[config.mk]
export PLATFORM = sky130hd
export DESIGN_NAME = sobel_frame_writer
export DESIGN_NICKNAME = d
export VERILOG_FILES = /design/src/rtl/sobel_pkg.sv /design/src/rtl/pixel_fifo.sv /design/src/rtl/sobel_frame_writer.sv
export SDC_FILE = /design/constraint.sdc
export NUM_CORES = 1
export LEC_CHECK = 0
export CORE_MARGIN = 10
export CORE_UTILIZATION = 35
export CTS_CLUSTER_SIZE = 20
export DETAILED_ROUTE_END_ITERATION = 7
export PLACE_DENSITY_LB_ADDON = 0.2
export SYNTH_ARGS = -nofsm -noshare
export SYNTH_HDL_FRONTEND = slang
export SYNTH_SLANG_ARGS = --single-unit
[constraint.sdc]
create_clock -name clk -period 4.6 [get_ports clk]
set_clock_uncertainty 0.2 [all_clocks]
set_input_delay 0.46 -clock clk [delete_from_list [all_inputs] [get_ports clk]]
set_output_delay 0.46 -clock clk [all_outputs]
set_load 0.01 [all_outputs]
[src/rtl/sobel_pkg.sv]
// Shared constants for the Sobel frame writer slice.
// Holds the default image geometry, the frame-buffer address width, the
// RGB565 word width, the writer FSM state encoding and the pixel packing
// helper used by the top level.
package sobel_pkg;

  localparam int IMG_WIDTH  = 320;
  localparam int IMG_HEIGHT = 240;
  localparam int ADDR_W     = 17;
  localparam int RGB565_W   = 16;

  // Writer FSM encoding
  localparam logic [1:0] ST_IDLE   = 2'd0;
  localparam logic [1:0] ST_ACTIVE = 2'd1;
  localparam logic [1:0] ST_DRAIN  = 2'd2;
  localparam logic [1:0] ST_DONE   = 2'd3;

  // Truncate 8:8:8 to 5:6:5 by keeping the most significant bits of each channel
  function automatic logic [RGB565_W-1:0] pack_rgb565(input logic [7:0] red,
                                                      input logic [7:0] green,
                                                      input logic [7:0] blue);
    return {red[7:3], green[7:2], blue[7:3]};
  endfunction

endpackage

[src/rtl/pixel_fifo.sv]
// Synchronous FIFO holding {address, RGB565} entries for the frame writer.
// Ports:
//   clk, rst        clock, asynchronous active-low reset
//   push, push_data write an entry (ignored when full unless popping too)
//   pop             remove the head entry (ignored when empty)
//   head            current head entry (valid while !empty)
//   full, empty     occupancy flags
// Push and pop in the same cycle are both honoured at any fill level.
module pixel_fifo #(
  parameter int WIDTH = sobel_pkg::ADDR_W + sobel_pkg::RGB565_W,
  parameter int DEPTH = 4
) (
  input  logic             clk,
  input  logic             rst,
  input  logic             push,
  input  logic [WIDTH-1:0] push_data,
  input  logic             pop,
  output logic [WIDTH-1:0] head,
  output logic             full,
  output logic             empty
);

  localparam int PTR_W = (DEPTH > 1) ? $clog2(DEPTH) : 1;
  localparam logic [PTR_W:0]   CNT_FULL = (PTR_W+1)'(DEPTH);
  localparam logic [PTR_W:0]   CNT_ONE  = {{PTR_W{1'b0}}, 1'b1};
  localparam logic [PTR_W-1:0] PTR_ONE  = {{(PTR_W-1){1'b0}}, 1'b1};

  logic [WIDTH-1:0] mem_r [DEPTH];
  logic [PTR_W-1:0] wr_ptr_r;
  logic [PTR_W-1:0] rd_ptr_r;
  logic [PTR_W:0]   count_r;
  logic             pop_ok_s;
  logic             push_ok_s;

  assign empty     = (count_r == {(PTR_W+1){1'b0}});
  assign full      = (count_r == CNT_FULL);
  assign pop_ok_s  = pop && !empty;
  // A full FIFO still accepts a push when the head leaves in the same cycle
  assign push_ok_s = push && (!full || pop_ok_s);
  assign head      = mem_r[rd_ptr_r];

  // Storage array; cleared on reset so the head reads as zero
  always_ff @(posedge clk or negedge rst) begin
    if (!rst) begin
      for (int i = 0; i < DEPTH; i++) begin
        mem_r[i] <= {WIDTH{1'b0}};
      end
    end else if (push_ok_s) begin
      mem_r[wr_ptr_r] <= push_data;
    end else begin
      mem_r[wr_ptr_r] <= mem_r[wr_ptr_r];
    end
  end

  // Read/write pointers and occupancy count
  always_ff @(posedge clk or negedge rst) begin
    if (!rst) begin
      wr_ptr_r <= {PTR_W{1'b0}};
      rd_ptr_r <= {PTR_W{1'b0}};
      count_r  <= {(PTR_W+1){1'b0}};
    end else begin
      if (push_ok_s) begin
        wr_ptr_r <= wr_ptr_r + PTR_ONE;
      end
      if (pop_ok_s) begin
        rd_ptr_r <= rd_ptr_r + PTR_ONE;
      end
      case ({push_ok_s, pop_ok_s})
        2'b10:   count_r <= count_r + CNT_ONE;
        2'b01:   count_r <= count_r - CNT_ONE;
        default: count_r <= count_r;
      endcase
    end
  end

endmodule

[src/rtl/sobel_frame_writer.sv]
// Captures one frame of Sobel edge pixels into a frame buffer.
// Ports:
//   clk, rst                    clock, asynchronous active-low reset
//   sobel_red/green/blue_i      8-bit pixel channels, valid with sobel_done_i
//   sobel_done_i                one-cycle pixel strobe
//   frame_start_i               request to capture the next frame (IDLE only)
//   mem_ready_i                 frame buffer accepts a write this cycle
//   wr_en_o/wr_addr_o/wr_data_o write request, linear address, RGB565 data
//   busy_o                      high outside IDLE
//   frame_done_o                one-cycle end-of-frame pulse
//   overflow_o                  sticky: a pixel was dropped this frame
// Pixels are queued in a small FIFO so the frame buffer may stall; every
// strobe advances the address even if its pixel had to be dropped.
module sobel_frame_writer #(
  parameter int IMG_WIDTH  = sobel_pkg::IMG_WIDTH,
  parameter int IMG_HEIGHT = sobel_pkg::IMG_HEIGHT,
  parameter int ADDR_W     = sobel_pkg::ADDR_W,
  parameter int FIFO_DEPTH = 4
) (
  input  logic              clk,
  input  logic              rst,
  input  logic [7:0]        sobel_red_i,
  input  logic [7:0]        sobel_green_i,
  input  logic [7:0]        sobel_blue_i,
  input  logic              sobel_done_i,
  input  logic              frame_start_i,
  input  logic              mem_ready_i,
  output logic              wr_en_o,
  output logic [ADDR_W-1:0] wr_addr_o,
  output logic [15:0]       wr_data_o,
  output logic              busy_o,
  output logic              frame_done_o,
  output logic              overflow_o
);
  import sobel_pkg::*;

  localparam int ENTRY_W = ADDR_W + RGB565_W;
  localparam logic [ADDR_W-1:0] LAST_PIX = ADDR_W'(IMG_WIDTH * IMG_HEIGHT - 1);
  localparam logic [ADDR_W-1:0] CNT_ONE  = {{(ADDR_W-1){1'b0}}, 1'b1};

  logic [1:0]         state_r;
  logic [1:0]         state_next_s;
  logic [ADDR_W-1:0]  pix_cnt_r;
  logic               overflow_r;
  logic               start_s;
  logic               strobe_s;
  logic               pop_s;
  logic               push_s;
  logic               drop_s;
  logic               fifo_full_s;
  logic               fifo_empty_s;
  logic [ENTRY_W-1:0] push_data_s;
  logic [ENTRY_W-1:0] head_s;

  assign start_s     = (state_r == ST_IDLE) && frame_start_i;
  assign strobe_s    = (state_r == ST_ACTIVE) && sobel_done_i;
  assign pop_s       = !fifo_empty_s && mem_ready_i;
  assign push_s      = strobe_s && (!fifo_full_s || pop_s);
  assign drop_s      = strobe_s && fifo_full_s && !pop_s;
  assign push_data_s = {pix_cnt_r, pack_rgb565(sobel_red_i, sobel_green_i, sobel_blue_i)};

  pixel_fifo #(
    .WIDTH (ENTRY_W),
    .DEPTH (FIFO_DEPTH)
  ) u_pixel_fifo (
    .clk       (clk),
    .rst       (rst),
    .push      (push_s),
    .push_data (push_data_s),
    .pop       (pop_s),
    .head      (head_s),
    .full      (fifo_full_s),
    .empty     (fifo_empty_s)
  );

  // Next-state decode for the capture FSM
  always_comb begin
    state_next_s = state_r;
    case (state_r)
      ST_IDLE: begin
        if (frame_start_i) begin
          state_next_s = ST_ACTIVE;
        end else begin
          state_next_s = ST_IDLE;
        end
      end
      ST_ACTIVE: begin
        if (strobe_s && (pix_cnt_r == LAST_PIX)) begin
          state_next_s = ST_DRAIN;
        end else begin
          state_next_s = ST_ACTIVE;
        end
      end
      ST_DRAIN: begin
        if (fifo_empty_s && !pop_s) begin
          state_next_s = ST_DONE;
        end else begin
          state_next_s = ST_DRAIN;
        end
      end
      ST_DONE:  state_next_s = ST_IDLE;
      default:  state_next_s = ST_IDLE;
    endcase
  end

  // FSM state register
  always_ff @(posedge clk or negedge rst) begin
    if (!rst) begin
      state_r <= ST_IDLE;
    end else begin
      state_r <= state_next_s;
    end
  end

  // Pixel counter: advances on every accepted strobe, stored or dropped
  always_ff @(posedge clk or negedge rst) begin
    if (!rst) begin
      pix_cnt_r <= {ADDR_W{1'b0}};
    end else if (start_s) begin
      pix_cnt_r <= {ADDR_W{1'b0}};
    end else if (strobe_s) begin
      pix_cnt_r <= (pix_cnt_r == LAST_PIX) ? {ADDR_W{1'b0}} : pix_cnt_r + CNT_ONE;
    end else begin
      pix_cnt_r <= pix_cnt_r;
    end
  end

  // Sticky overflow flag, cleared only by an accepted frame start
  always_ff @(posedge clk or negedge rst) begin
    if (!rst) begin
      overflow_r <= 1'b0;
    end else if (start_s) begin
      overflow_r <= 1'b0;
    end else if (drop_s) begin
      overflow_r <= 1'b1;
    end else begin
      overflow_r <= overflow_r;
    end
  end

  assign wr_en_o      = !fifo_empty_s;
  assign wr_addr_o    = head_s[ENTRY_W-1:RGB565_W];
  assign wr_data_o    = head_s[RGB565_W-1:0];
  assign busy_o       = (state_r != ST_IDLE);
  assign frame_done_o = (state_r == ST_DONE);
  assign overflow_o   = overflow_r;

endmodule

==> impl_metrics.yaml <==
outcome:
  run_status: "complete, no violations"
synth:
  ys_ff_latch: 159
  syn_nets: 736
  synth_xor_area_share_pct: 1.523
  syn_inst: 700
  synth_simple_gate_area_share_pct: 10.58
  yosys.cell_types.count: 46
  synth_top_family_by_area: "multiplexers"
  synth-main-ff-cell: "dfrtp_1"
  synth_area_um2: 8051
  async_flop_share_pct: 100.0
  synth_edf_count: 0
  synth.area.mux_share_pct: 22.97
  synth_fa_ha_area_share_pct: 1.181
  yosysWarnings: 0
  yosysSeqAreaShare_pct: 49.42
  syn_avg_cell_area_um2: 11.50
  synth_compound_area_share_pct: 10.54
pwr:
  vdd_ir_drop_max_mv: 0.2964
  power.share.switching_pct: 37.52
  intPower_mw: 4.950
  p_switching_mw: 2.973
  p_leak_nw: 3.677
  clock_power_share_pct: 19.8
  combPwrFrac_pct: 48.0
  power_frac_seq_pct: 32.2
  power_density_nw_per_um2: 830.1
  fin_total_pwr_mw: 7.923
setup_path:
  timing.critical_path.buf_inv: 2
  ff2ff_setup_slack_ns: 1.95
  cp_max_fo: 16
  crit_slowest_cell: "dfrtp_2"
  r2r_end: "u_pixel_fifo.mem_r[53]"
  cpLargestDelayFamily: "buffers and inverters"
  worstPathArrival_ns: 2.71
  worst_setup_path_end_kind: "primary output"
  slowest_delay_ns: 0.75
  path_cells: "buf_4 > mux4_2 > clkdlybuf4s50_1"
  critPathKind: "flop to primary output"
  reg2reg_depth: 6
  critPathLaunchType: "flop"
  required_ns: 3.94
clocking:
  clock-sinks: 159
  cts_max_level: 4
  cts_resized: 0
  cts_buffers: 17
  post_cts_buffers: 0
  cts_root_buf: "clkbuf_16"
  clk_latency_ns: 0.42
  clk_pin_slew_worst_paths_ns: 0.06
  clockBufferDepth: 2
  cts_tree: "done"
timing:
  rsz0062_at_grt: "false"
  drv_slew: 0
  fin_crit_ns: 3.375
  setup_viol: 0
  max_slew_margin_pct: 38.23
  whs_ns: 0.2940
  worst_pin_slew_ns: 0.9265
  fin_crit_sh_pct: 73.37
  fmax_mhz: 296.3
  tns_ns: 0
  finalHoldViolations: 0
final_layout:
  multi_input_area_um2: 3777
  fillCellCount: 2084
  n_antenna_cell: 0
  seqCellArea_um2: 3981
  area_delta_synth_final_pct: 18.54
  nets: 778
  final_cell_mix: "dfrtp_1 (157), nor2_1 (144), a21oi_1 (140), mux4_2 (66), clkdlybuf4s50_1 (56)"
  layout_commonest_cell: "dfrtp_1"
  drive_gt1_share_pct: 17.37
  fin_area_um2: 9544
route:
  avgViaCountPerCell: 5.457
  drtPass1Iterations: 5
  drc: 0
  ant_nets: 0
  num_vias: 5670
  drt-initial-drc-count: 393
  post_drt_wl_per_cell_um: 19.30
  routed_wl_um: 20050
hold_path:
  worstHoldStart: "u_pixel_fifo.count_r[2]"
  worstHoldEndpoint: "u_pixel_fifo.count_r[2]"
  holdCritPathClass: "flop to flop"
  whs_path_depth: 1
global_routing:
  grt_pass1_wl_um: 32290
  grt_overflow: 0
  antenna_found_initial: 0
  grt_max_degree: 88
  track_usage_pct: 14.10
  grt_pass1_vias: 5967
placement:
  place_area_um2: 8872
  gp_congestion: 0.7697
  dp_hpwl_um: 13060
  place.port_buffers: 57
floorplanning:
  die_h_um: 171.7
  ios: 66
  die_w_um: 171.7
  start_util_pct: 35.56
  rows: 55
  dieArea_um2: 29470
  coreArea_um2: 22640
flow_run:
  maxCapViolations: 0
-- per-layer routing --
layer  vias to the layer above  global-route usage (%)  wire [µm]
met5                         -                       0          0
met4                         0                   5.747        368
met3                        25                   2.430        689
met2                       123                   24.43      10480
met1                      2899                   17.00       8517
li1                       2623                       -          -
-- cells in the mapped netlist (2+ instances only) --
cell,instances,area [µm²]
o22ai_1,2,12.51
xor2_1,6,52.55
clkbuf_1,36,135.1
a21oi_2,4,35.03
xnor2_1,8,70.07
or3_1,3,18.77
nor4_1,2,12.51
a31oi_1,4,25.02
nand2_1,12,45.04
nand3_1,11,55.05
o21ai_0,3,15.01
buf_2,6,30.03
and2_1,4,25.02
mux4_2,66,1486
ha_1,6,75.07
inv_1,12,45.04
nand4_1,3,18.77
mux2i_1,34,340.3
a21oi_1,140,700.7
dfrtp_1,159,3979
buf_4,2,15.01
nor3_1,5,25.02
nor2_1,144,540.5
buf_6,5,56.30
and3_1,2,12.51
-- how the worst max path moves through the flow --
stage / from / endpoint / slack (ns) / cells after the start
global placement: sobel_done_i / u_pixel_fifo.mem_r[42] / 1.50 / 7
finish: u_pixel_fifo.rd_ptr_r[0] / wr_data_o[0] / 1.23 / 3
CTS: u_pixel_fifo.rd_ptr_r[0] / wr_addr_o[14] / 1.14 / 3
detailed placement: mem_ready_i / u_pixel_fifo.count_r[2] / 1.46 / 10
global route: u_pixel_fifo.rd_ptr_r[0] / wr_addr_o[14] / 1.07 / 3
floorplan: mem_ready_i / u_pixel_fifo.count_r[2] / 2.30 / 9
-- power groups by stage --
| stage | combinational, mW | clock, mW | sequential [mW] |
|---|---|---|---|
| final | 3.81 | 1.57 | 2.55 |
| after global routing | 4.19 | 1.66 | 2.64 |
| after CTS | 3.88 | 1.60 | 2.55 |
| after detailed placement | 3.86 | 0 | 2.58 |
| after global placement | 3.76 | 0 | 2.50 |
| after floorplan | 2.71 | 0 | 2.34 |
-- state kept, by name, indices dropped and copies added (netlist names), named ones only --
name / count
u_pixel_fifo.wr_ptr_r: 2
state_r: 1
u_pixel_fifo.count_r: 3
u_pixel_fifo.mem_r: 132
pix_cnt_r: 17
u_pixel_fifo.rd_ptr_r: 2
overflow_o: 1
-- area by class of cell --
class / instances / area share, %
multi-input cells: 477 / 39.58
clock inverters: 12 / 2.189
flip-flops and latches: 159 / 41.71
clock buffers: 19 / 4.746
repair buffers: 75 / 7.564
inverters: 12 / 0.4719
well taps: 285 / 3.736
-- kinds of logic after synthesis --
group,count (synthesis)
DFF,159
adders and majority gates,7
buffers and inverters,64
AOI/OAI and AO/OA,160
xor gates and xnor gates,14
muxes,101
and+or+nand+nor,195
-- what timing repair did --
item,CTS,global route
hold buffers,1,0
endpoints found under the setup margin,0,0
endpoints found under the hold margin,85,0
-- stage by stage --
step | cells | setup WS, ns | util (%)
final | 1039 | 1.225 | 42.16
after global routing | 1039 | 1.066 | 42.16
after CTS | 1039 | 1.138 | 42.16
after detailed placement | 1007 | 1.463 | 39.19
after global placement | 1007 | 1.504 | 39.19
after floorplan | 700 | 2.300 | -
Note: power is estimated with default switching activity, not from simulation.
